==> config.mk <==
export PLATFORM = sky130hd
export DESIGN_NAME = if_id_queue
export DESIGN_NICKNAME = d
export VERILOG_FILES = /design/src/rtl/if_id_queue_pkg.sv /design/src/rtl/if_id_queue_mem.sv /design/src/rtl/if_id_queue.sv
export SDC_FILE = /design/constraint.sdc
export NUM_CORES = 1
export LEC_CHECK = 0
export BUFFER_PORTS_ARGS = -buffer_cell sky130_fd_sc_hd__buf_2
export CAP_MARGIN = 20
export CORE_MARGIN = 5
export CORE_UTILIZATION = 57
export CTS_CLUSTER_SIZE = 20
export DETAILED_ROUTE_END_ITERATION = 7
export PLACE_DENSITY = 0.79
export SETUP_SLACK_MARGIN = 0.02
export SYNTH_ARGS = -nofsm -noshare
export SYNTH_HDL_FRONTEND = slang
export SYNTH_SLANG_ARGS = --single-unit
==> constraint.sdc <==
create_clock -name clk -period 3.8 [get_ports clk]
set_input_delay 0.38 -clock clk [delete_from_list [all_inputs] [get_ports clk]]
set_output_delay 0.38 -clock clk [all_outputs]
set_load 0.005 [all_outputs]
==> src/rtl/if_id_queue_pkg.sv <==
// Shared types and constants for the IF2-to-ID instruction queue.
// Bubble values and pointer-width helper.
package if_id_queue_pkg;

  localparam logic [31:0] zero32 = 32'h0;
  localparam logic BUBBLE_FOUND = 1'b1;
  localparam logic BUBBLE_V = 1'b1;

  function automatic int clog2(input int n);
    int r;
    r = 0;
    for (int v = 1; v < n; v = v * 2) begin
      r = r + 1;
    end
    return r;
  endfunction

endpackage

==> src/rtl/if_id_queue_mem.sv <==
// Queue storage: one write port, one asynchronous read port.
// Contents are intentionally left unreset.
module if_id_queue_mem #(
  parameter int W = 66,
  parameter int DEPTH = 4,
  parameter int AW = 2
) (
  input  logic          clk,
  input  logic          we,
  input  logic [AW-1:0] waddr,
  input  logic [W-1:0]  wdata,
  input  logic [AW-1:0] raddr,
  output logic [W-1:0]  rdata
);

  logic [W-1:0] r_mem [DEPTH];

  always_ff @(posedge clk) begin
    if (we) begin
      r_mem[waddr] <= wdata;
    end
  end

  assign rdata = r_mem[raddr];

endmodule

==> src/rtl/if_id_queue.sv <==
// IF2-to-ID instruction queue: lets fetch run ahead of a stalled decode.
// Flushed by exception clear or an unstalled branch; bubble when empty.
module if_id_queue
  import if_id_queue_pkg::*;
#(
  parameter int DATA_W   = 32,
  parameter int DEPTH    = 4,
  parameter int AFULL_TH = 3
) (
  input  logic                    clk,
  input  logic                    rst,
  input  logic [5:0]              pause,
  input  logic                    clear,
  input  logic                    branch,
  input  logic                    if_valid,
  output logic                    if_ready,
  output logic                    if_almost_full,
  input  logic [DATA_W-1:0]       if2_pc,
  input  logic [DATA_W-1:0]       if2_inst,
  input  logic                    if_inst_found,
  input  logic                    if_inst_v,
  output logic                    id_valid,
  output logic [DATA_W-1:0]       id_pc,
  output logic [DATA_W-1:0]       id_inst,
  output logic                    id_inst_found,
  output logic                    id_inst_v,
  output logic [clog2(DEPTH):0]   id_count
);

  localparam int PW = clog2(DEPTH);
  localparam int CW = PW + 1;
  localparam int EW = 2 * DATA_W + 2;
  localparam logic [CW-1:0] FULL  = CW'(DEPTH);
  localparam logic [CW-1:0] AFULL = CW'(AFULL_TH);

  logic [PW-1:0] r_wr_ptr;
  logic [PW-1:0] r_rd_ptr;
  logic [CW-1:0] r_count;

  logic          w_push;
  logic          w_pop;
  logic          w_flush;
  logic          w_we;
  logic [EW-1:0] w_wdata;
  logic [EW-1:0] w_rdata;
  logic [DATA_W-1:0] w_pc;
  logic [DATA_W-1:0] w_inst;
  logic          w_found;
  logic          w_v;
  logic          w_unused;

  assign w_unused = ^{pause[5:2], pause[0]};

  assign if_ready       = (r_count != FULL);
  assign if_almost_full = (r_count >= AFULL);
  assign id_valid       = (r_count != '0);
  assign id_count       = r_count;

  assign w_push  = if_valid && if_ready;
  assign w_pop   = id_valid && !pause[1];
  assign w_flush = clear || (branch && !pause[1]);
  assign w_we    = w_push && !w_flush;
  assign w_wdata = {if2_pc, if2_inst, if_inst_found, if_inst_v};

  // Full vs empty is decided by count; pointers alone are ambiguous.
  always_ff @(posedge clk or negedge rst) begin
    if (!rst) begin
      r_wr_ptr <= '0;
      r_rd_ptr <= '0;
      r_count  <= '0;
    end else if (w_flush) begin
      r_wr_ptr <= '0;
      r_rd_ptr <= '0;
      r_count  <= '0;
    end else begin
      if (w_push) begin
        r_wr_ptr <= r_wr_ptr + PW'(1);
      end
      if (w_pop) begin
        r_rd_ptr <= r_rd_ptr + PW'(1);
      end
      case ({w_push, w_pop})
        2'b10:   r_count <= r_count + CW'(1);
        2'b01:   r_count <= r_count - CW'(1);
        default: r_count <= r_count;
      endcase
    end
  end

  if_id_queue_mem #(
    .W     (EW),
    .DEPTH (DEPTH),
    .AW    (PW)
  ) u_mem (
    .clk   (clk),
    .we    (w_we),
    .waddr (r_wr_ptr),
    .wdata (w_wdata),
    .raddr (r_rd_ptr),
    .rdata (w_rdata)
  );

  assign {w_pc, w_inst, w_found, w_v} = w_rdata;

  assign id_pc         = id_valid ? w_pc    : DATA_W'(zero32);
  assign id_inst       = id_valid ? w_inst  : DATA_W'(zero32);
  assign id_inst_found = id_valid ? w_found : BUBBLE_FOUND;
  assign id_inst_v     = id_valid ? w_v     : BUBBLE_V;

endmodule

# ---- Yosys cells after proc, flatten, opt, wreduce, memory -nomap -nowiden
# Memories as Yosys holds them, arrays and structs flattened.
# Cells that the tools add are included.
dict set report word_totals {
  mem_bits_rw 264
  reg_bits 7
  wordCells 35
  n_memories 1
}
dict set report op_classes {
  n_mux 12
  eq_ne 3
  magnitude_cmp 1
  n_addsub 4
  n_reduce_logical 11
}
# memory words width read_ports rd_clocked_by_memory_dff write_ports line_no
set mem_list {}
lappend mem_list {u_mem.r_mem 4 66 1 0 1 if_id_queue_mem.sv:16} ;# logic [W-1:0] r_mem [DEPTH];
# op n
set op_table {}
lappend op_table {{$mux W32} 2}
lappend op_table {{$mux W2} 4}
lappend op_table {{$pmux W3 S2} 1}
lappend op_table {{$reduce_bool A3 Y1} 2}
lappend op_table {{$add A2 B1 Y2 const B} 2}
lappend op_table {{$logic_and A1 B1 Y1} 4}
lappend op_table {{$mux W1} 4}
lappend op_table {{$reduce_bool A2 Y1} 2}
lappend op_table {{$add A3 B1 Y3 const B} 1}
lappend op_table {{$ge A3 B2 Y1 const B} 1}
lappend op_table {{$mux W3} 1}
lappend op_table {{$ne A3 B3 Y1 const B} 1}
lappend op_table {{$sub A3 B1 Y3 const B} 1}
lappend op_table {{$eq A2 B1 Y1 const B} 1}
lappend op_table {{$eq A2 B2 Y1 const B} 1}
lappend op_table {{$logic_not A1 Y1} 2}
lappend op_table {{$logic_or A1 B1 Y1} 1}

# ---- Longest topological paths before layout
dict set report depth {
  word_depth 7
  depth_mapped 9
  ltp_nobuf 8
}

# ---- Hierarchy
# Synthesis repeated with hierarchy kept, for this count alone.
dict set report unflattened {
  hier_cells 472
  area_unflattened_um2 10447.5
}
# module cells_each area_each_um2 n_inst
set modules_own_cells {}
lappend modules_own_cells {if_id_queue_mem 348 9549.2 1}
lappend modules_own_cells {if_id_queue 124 898.4 1}

# ---- Least setup slack after synthesis
# No wires, ideal clock.
dict set report synth_timing {
  path_type {reg2reg}
  startpoint {register r_count[1], in the netlist id_count[1]}
  endpoint {memory u_mem.r_mem[0][0] (enable)}
  arrival_ns 2.707
  period_less_slack_ns 3.138
  n_path_buf 1
  setup_slack_ns 0.662
  stages_incl_launch_ff 5
  t_required_ns 3.369
  path_cell_list {dfrtp_1 clkbuf_2 nor2_1 a21boi_1 and3_1}
}
dict set report synth_between {
  elab_chain_cells 5
}
# element line_no
set synth_rtl {}
lappend synth_rtl {{from (decl)} if_id_queue.sv:38} ;# logic [CW-1:0] r_count;
lappend synth_rtl {{from (signal assigned)} if_id_queue.sv:83} ;# 2'b10: r_count <= r_count + CW'(1);
lappend synth_rtl {{from (signal assigned)} if_id_queue.sv:84} ;# 2'b01: r_count <= r_count - CW'(1);
lappend synth_rtl {{from (signal assigned)} if_id_queue.sv:85} ;# default: r_count <= r_count;
lappend synth_rtl {{$ne A3 B3 Y1} if_id_queue.sv:54} ;# assign if_ready = (r_count != FULL);
lappend synth_rtl {{$logic_and A1 B1 Y1} if_id_queue.sv:59} ;# assign w_push = if_valid && if_ready;
lappend synth_rtl {{$logic_and A1 B1 Y1} if_id_queue.sv:62} ;# assign w_we = w_push && !w_flush;
lappend synth_rtl {{$mux W1} if_id_queue_mem.sv:19} ;# if (we) begin
lappend synth_rtl {{$mux W1 (not written as such)} if_id_queue_mem.sv:20} ;# r_mem[waddr] <= wdata;
lappend synth_rtl {{to (decl)} if_id_queue_mem.sv:16}
# No other way between the ends.

# ---- Worst setup path in the final report
dict set report layout_timing {
  startpoint {register r_rd_ptr[0]}
  endpoint {output id_pc[21]}
}
dict set report layout_between {
  elab_chain_cells 2
}
# element line_no
set layout_rtl {}
lappend layout_rtl {{from (decl)} if_id_queue.sv:37} ;# logic [PW-1:0] r_rd_ptr;
lappend layout_rtl {{from (signal assigned)} if_id_queue.sv:80} ;# r_rd_ptr <= r_rd_ptr + PW'(1);
lappend layout_rtl {{$mem_v2 Z4 W66} -}
lappend layout_rtl {{$mux W32} if_id_queue.sv:105} ;# assign id_pc = id_valid ? w_pc : DATA_W'(zero32);
lappend layout_rtl {{to (decl)} if_id_queue.sv:23} ;# output logic [DATA_W-1:0] id_pc,
# No other way between the ends.

==> summary.md <==
| Metric | Value |
|---|---|
| Clock slew at reported path FFs | 60 ps |
| Critical path launch point type | flop |
| Placer Congestion | between 0.7 and 0.8 |
| Crit path required time | approximately 3400 ps |
| Status | finished, final reports clean |
| CP max-delay cell | dfrtp_4 |
| Max Cap Viol | 0 |
| Mapped Area | 0.01053 mm2 |
| Non-filler instance count after layout | 887 |
| Antenna violations before repair | 2 |
| Synth Instances | 488 |
| Post-CTS resize count | 0 |
| Post-synthesis xor/xnor area fraction | 0.002494 |
| Max VDD drop | between 300 and 400 uV |
| CP Capture Type | primary output |
| Top cells by count, synth | edfxtp_1, mux4_2, and2_1 |
| DRT Pass-1 Iters | 5 |
| Core area | between 0.015 and 0.02 mm2 |
| Worst min path class | in2reg |
| Main synth FF type | edfxtp_1 |
| Min setup slack post-route | about 700 ps |
| Number of vias per cell | between 5 and 6 |
| CTS root buffer | clkbuf_16 |
| Simple-gate share of the synthesized area | 0.05321 |
| Setup_tns | 0 ps |
| Starting Density | 0.5824 |
| Skew final | 17.09 ps |
| Area growth from synthesis to layout | 16.56% |
| Leak pwr | ~4.2 nW |
| Io pins | 149 |
| Worst Hold Depth | 1 |
| Die area | roughly 0.021 mm2 |
| Total GRT Usage | 0.1816 |
| Largest family of logic cells by synthesized area | multiplexers |
| Core Rows | between 40 and 50 |
| Ys async rst share | 0.02583 |
| Sink Count | between 200 and 300 |
| DP Cell Count | around 840 |
| Count leader, synth | edfxtp_1 |
| Share of cells above drive strength 1 | 0.3875 |
| IO buf count | approximately 140 |
| Slew Limit Headroom | 0.3093 |
| Syn avg cell area | about 22 um2 |
| H-tree Lvls | 1 |
| First-pass GRT wire length | around 30000 um |
| Worst path cell trace | buf_4, mux4_2, and2_1, buf_2 |
| TritonCTS Buffers | 27 |
| Vias in the first global route | approximately 5600 |
| Adder-cell share of the synthesized area | 0.006652 |
| Post-Route WL | 18940 um |
| Nets@finish | a little over 700 |
| EDFF count, synth | roughly 260 |
| PD cells | approximately 510 mW/mm2 |
| Post-synthesis sequential area ratio | 0.7692 |
| Mux share of post-synthesis cell area | 0.1421 |
| Worst-Margin Slew | just over 1000 ps |
| CP arrival | 2720 ps |
| Part of the cycle the worst path needs | 0.8159 |
| Post-DRT Antenna Nets | 0 |
| CP max FO | 39 |
| Later-pin clock latency in the skew report | between 500 and 600 ps |
| Initial drt markers | around 270 |
| Diode count | 0 |
| Die width | between 100 and 150 um |
| Final min period | roughly 3100 ps |
| Count of different cell masters after synthesis | 38 |
| RSZ-0062 raised after global routing | no |
| Largest cells by area after synthesis | edfxtp_1, mux4_2, and2_1 |
| Hpwl dp | 10720 um |
| DR vias | 5137 |
| Area leader, netlist | edfxtp_1 |
| Fmax | 322.5 MHz |
| Grt total ovfl | 0 |
| Yosys warning total | 0 |
| Chip height | 145.9 um |
| Top cell type's share of synthesized area | 0.7526 |
| CTS tree | built |
| R2r worst-path depth | 3 |
| Largest net degree at the start of global routing | between 60 and 70 |
| Setup CP Type | reg2out |
| Hold_ws | 67.84 ps |
| Final Hold Vio Count | 0 |
| WL per Instance | 21.35 um |
| Compound-cell area share of the yosys netlist | 0.009502 |
| Seq cells post-synth | 271 |
| Clock buffer depth | 3 |
| DRC Markers | 0 |
| Max incr delay on CP | approximately 930 ps |
| Fin. max-slew vios | 0 |
| Endpoints failing setup | 0 |
| Syn_nets | 570 |
| Placement-stage worst setup slack | roughly 1100 ps |
## kinds of logic after synthesis
logic type,count (synthesis)
AOI/OAI and AO/OA,16
adders and majority gates,5
buffers and inverters,32
DFF,271
muxes,67
xor gates and xnor gates,3
and+or+nand+nor,94
## state kept, by name, summed over array words and instances, names as in the netlist
register and flops:
r_rd_ptr 2, r_wr_ptr 2, id_count 3, u_mem.r_mem 264
## layer usage
metal	GRT usage	part of all wire
met5	0	0.00074
met2	0.3198	0.52
met3	0.03893	0.060
met1	0.2311	0.40
met4	0.04938	0.020
## metrics by stage
stage | util | total power [W] | instance area (um2)
after CTS | 0.6778 | 0.006307 | 12260
after detailed placement | 0.6320 | 0.003858 | 11430
after global routing | 0.6789 | 0.006499 | 12280
after global placement | 0.6320 | 0.003836 | 11430
final | 0.6789 | 0.006248 | 12280
after floorplan | - | 0.003669 | 10530
## critical path: cells and delay by family (launching register included)
kind          cells  cell delay [ps]
buf+inv           2              550
mux               1              560
simple gates      1              170
flops             1              930
## power breakdown
group	leakage, nW	total (W)	internal, W	switching [W]
Combinational	1.35	0.000410	0.000203	0.000207
Clock	0.400	0.00246	0.00143	0.00102
Sequential	2.48	0.00338	0.00335	0.0000357
Total	4.23	0.00625	0.00498	0.00126
## final timing paths
path                                   start                 end  slack, ps
worst min register to register   r_wr_ptr[1]         r_wr_ptr[1]        610
worst min-delay path            if2_inst[14]  u_mem.r_mem[2][16]         70
max in group asynchronous                rst         r_rd_ptr[1]       3330
worst max register to register   id_count[1]  u_mem.r_mem[0][34]       1170
worst max-delay path             r_rd_ptr[0]           id_pc[21]        700
min in group asynchronous                rst         r_rd_ptr[0]        290
## repair_timing
item | in CTS | in global routing
hold endpoints to repair | 7 | 0
setup buffers | 0 | 0
hold buffers | 1 | 0
setup endpoints to repair | 0 | 0
## layout by cell type, fill, tap and decap left out, drive strengths merged, types with 2 or more instances in the layout
master and count:
a21boi 2, a21oi 6, and2 64, and3 4
buf 147, bufinv 2, clkbuf 34, clkinv 11
dfrtp 7, edfxtp 264, ha 4, inv 7
mux4 66, nand2 5, nand3 3, nor2 7
nor2b 2, nor3 4, o21ai 2, or2 2
or3 2, xnor2 2
## cell type report
type,count,area [um2]
inverter,6,22.52
sequential,271,8110
clock inverter,14,115.1
fill,1174,5808
clock buffer,34,701.9
tap,229,286.5
timing repair buffer,148,768.2
multi-input combinational,185,2273
(Power assumes the default switching activity.)
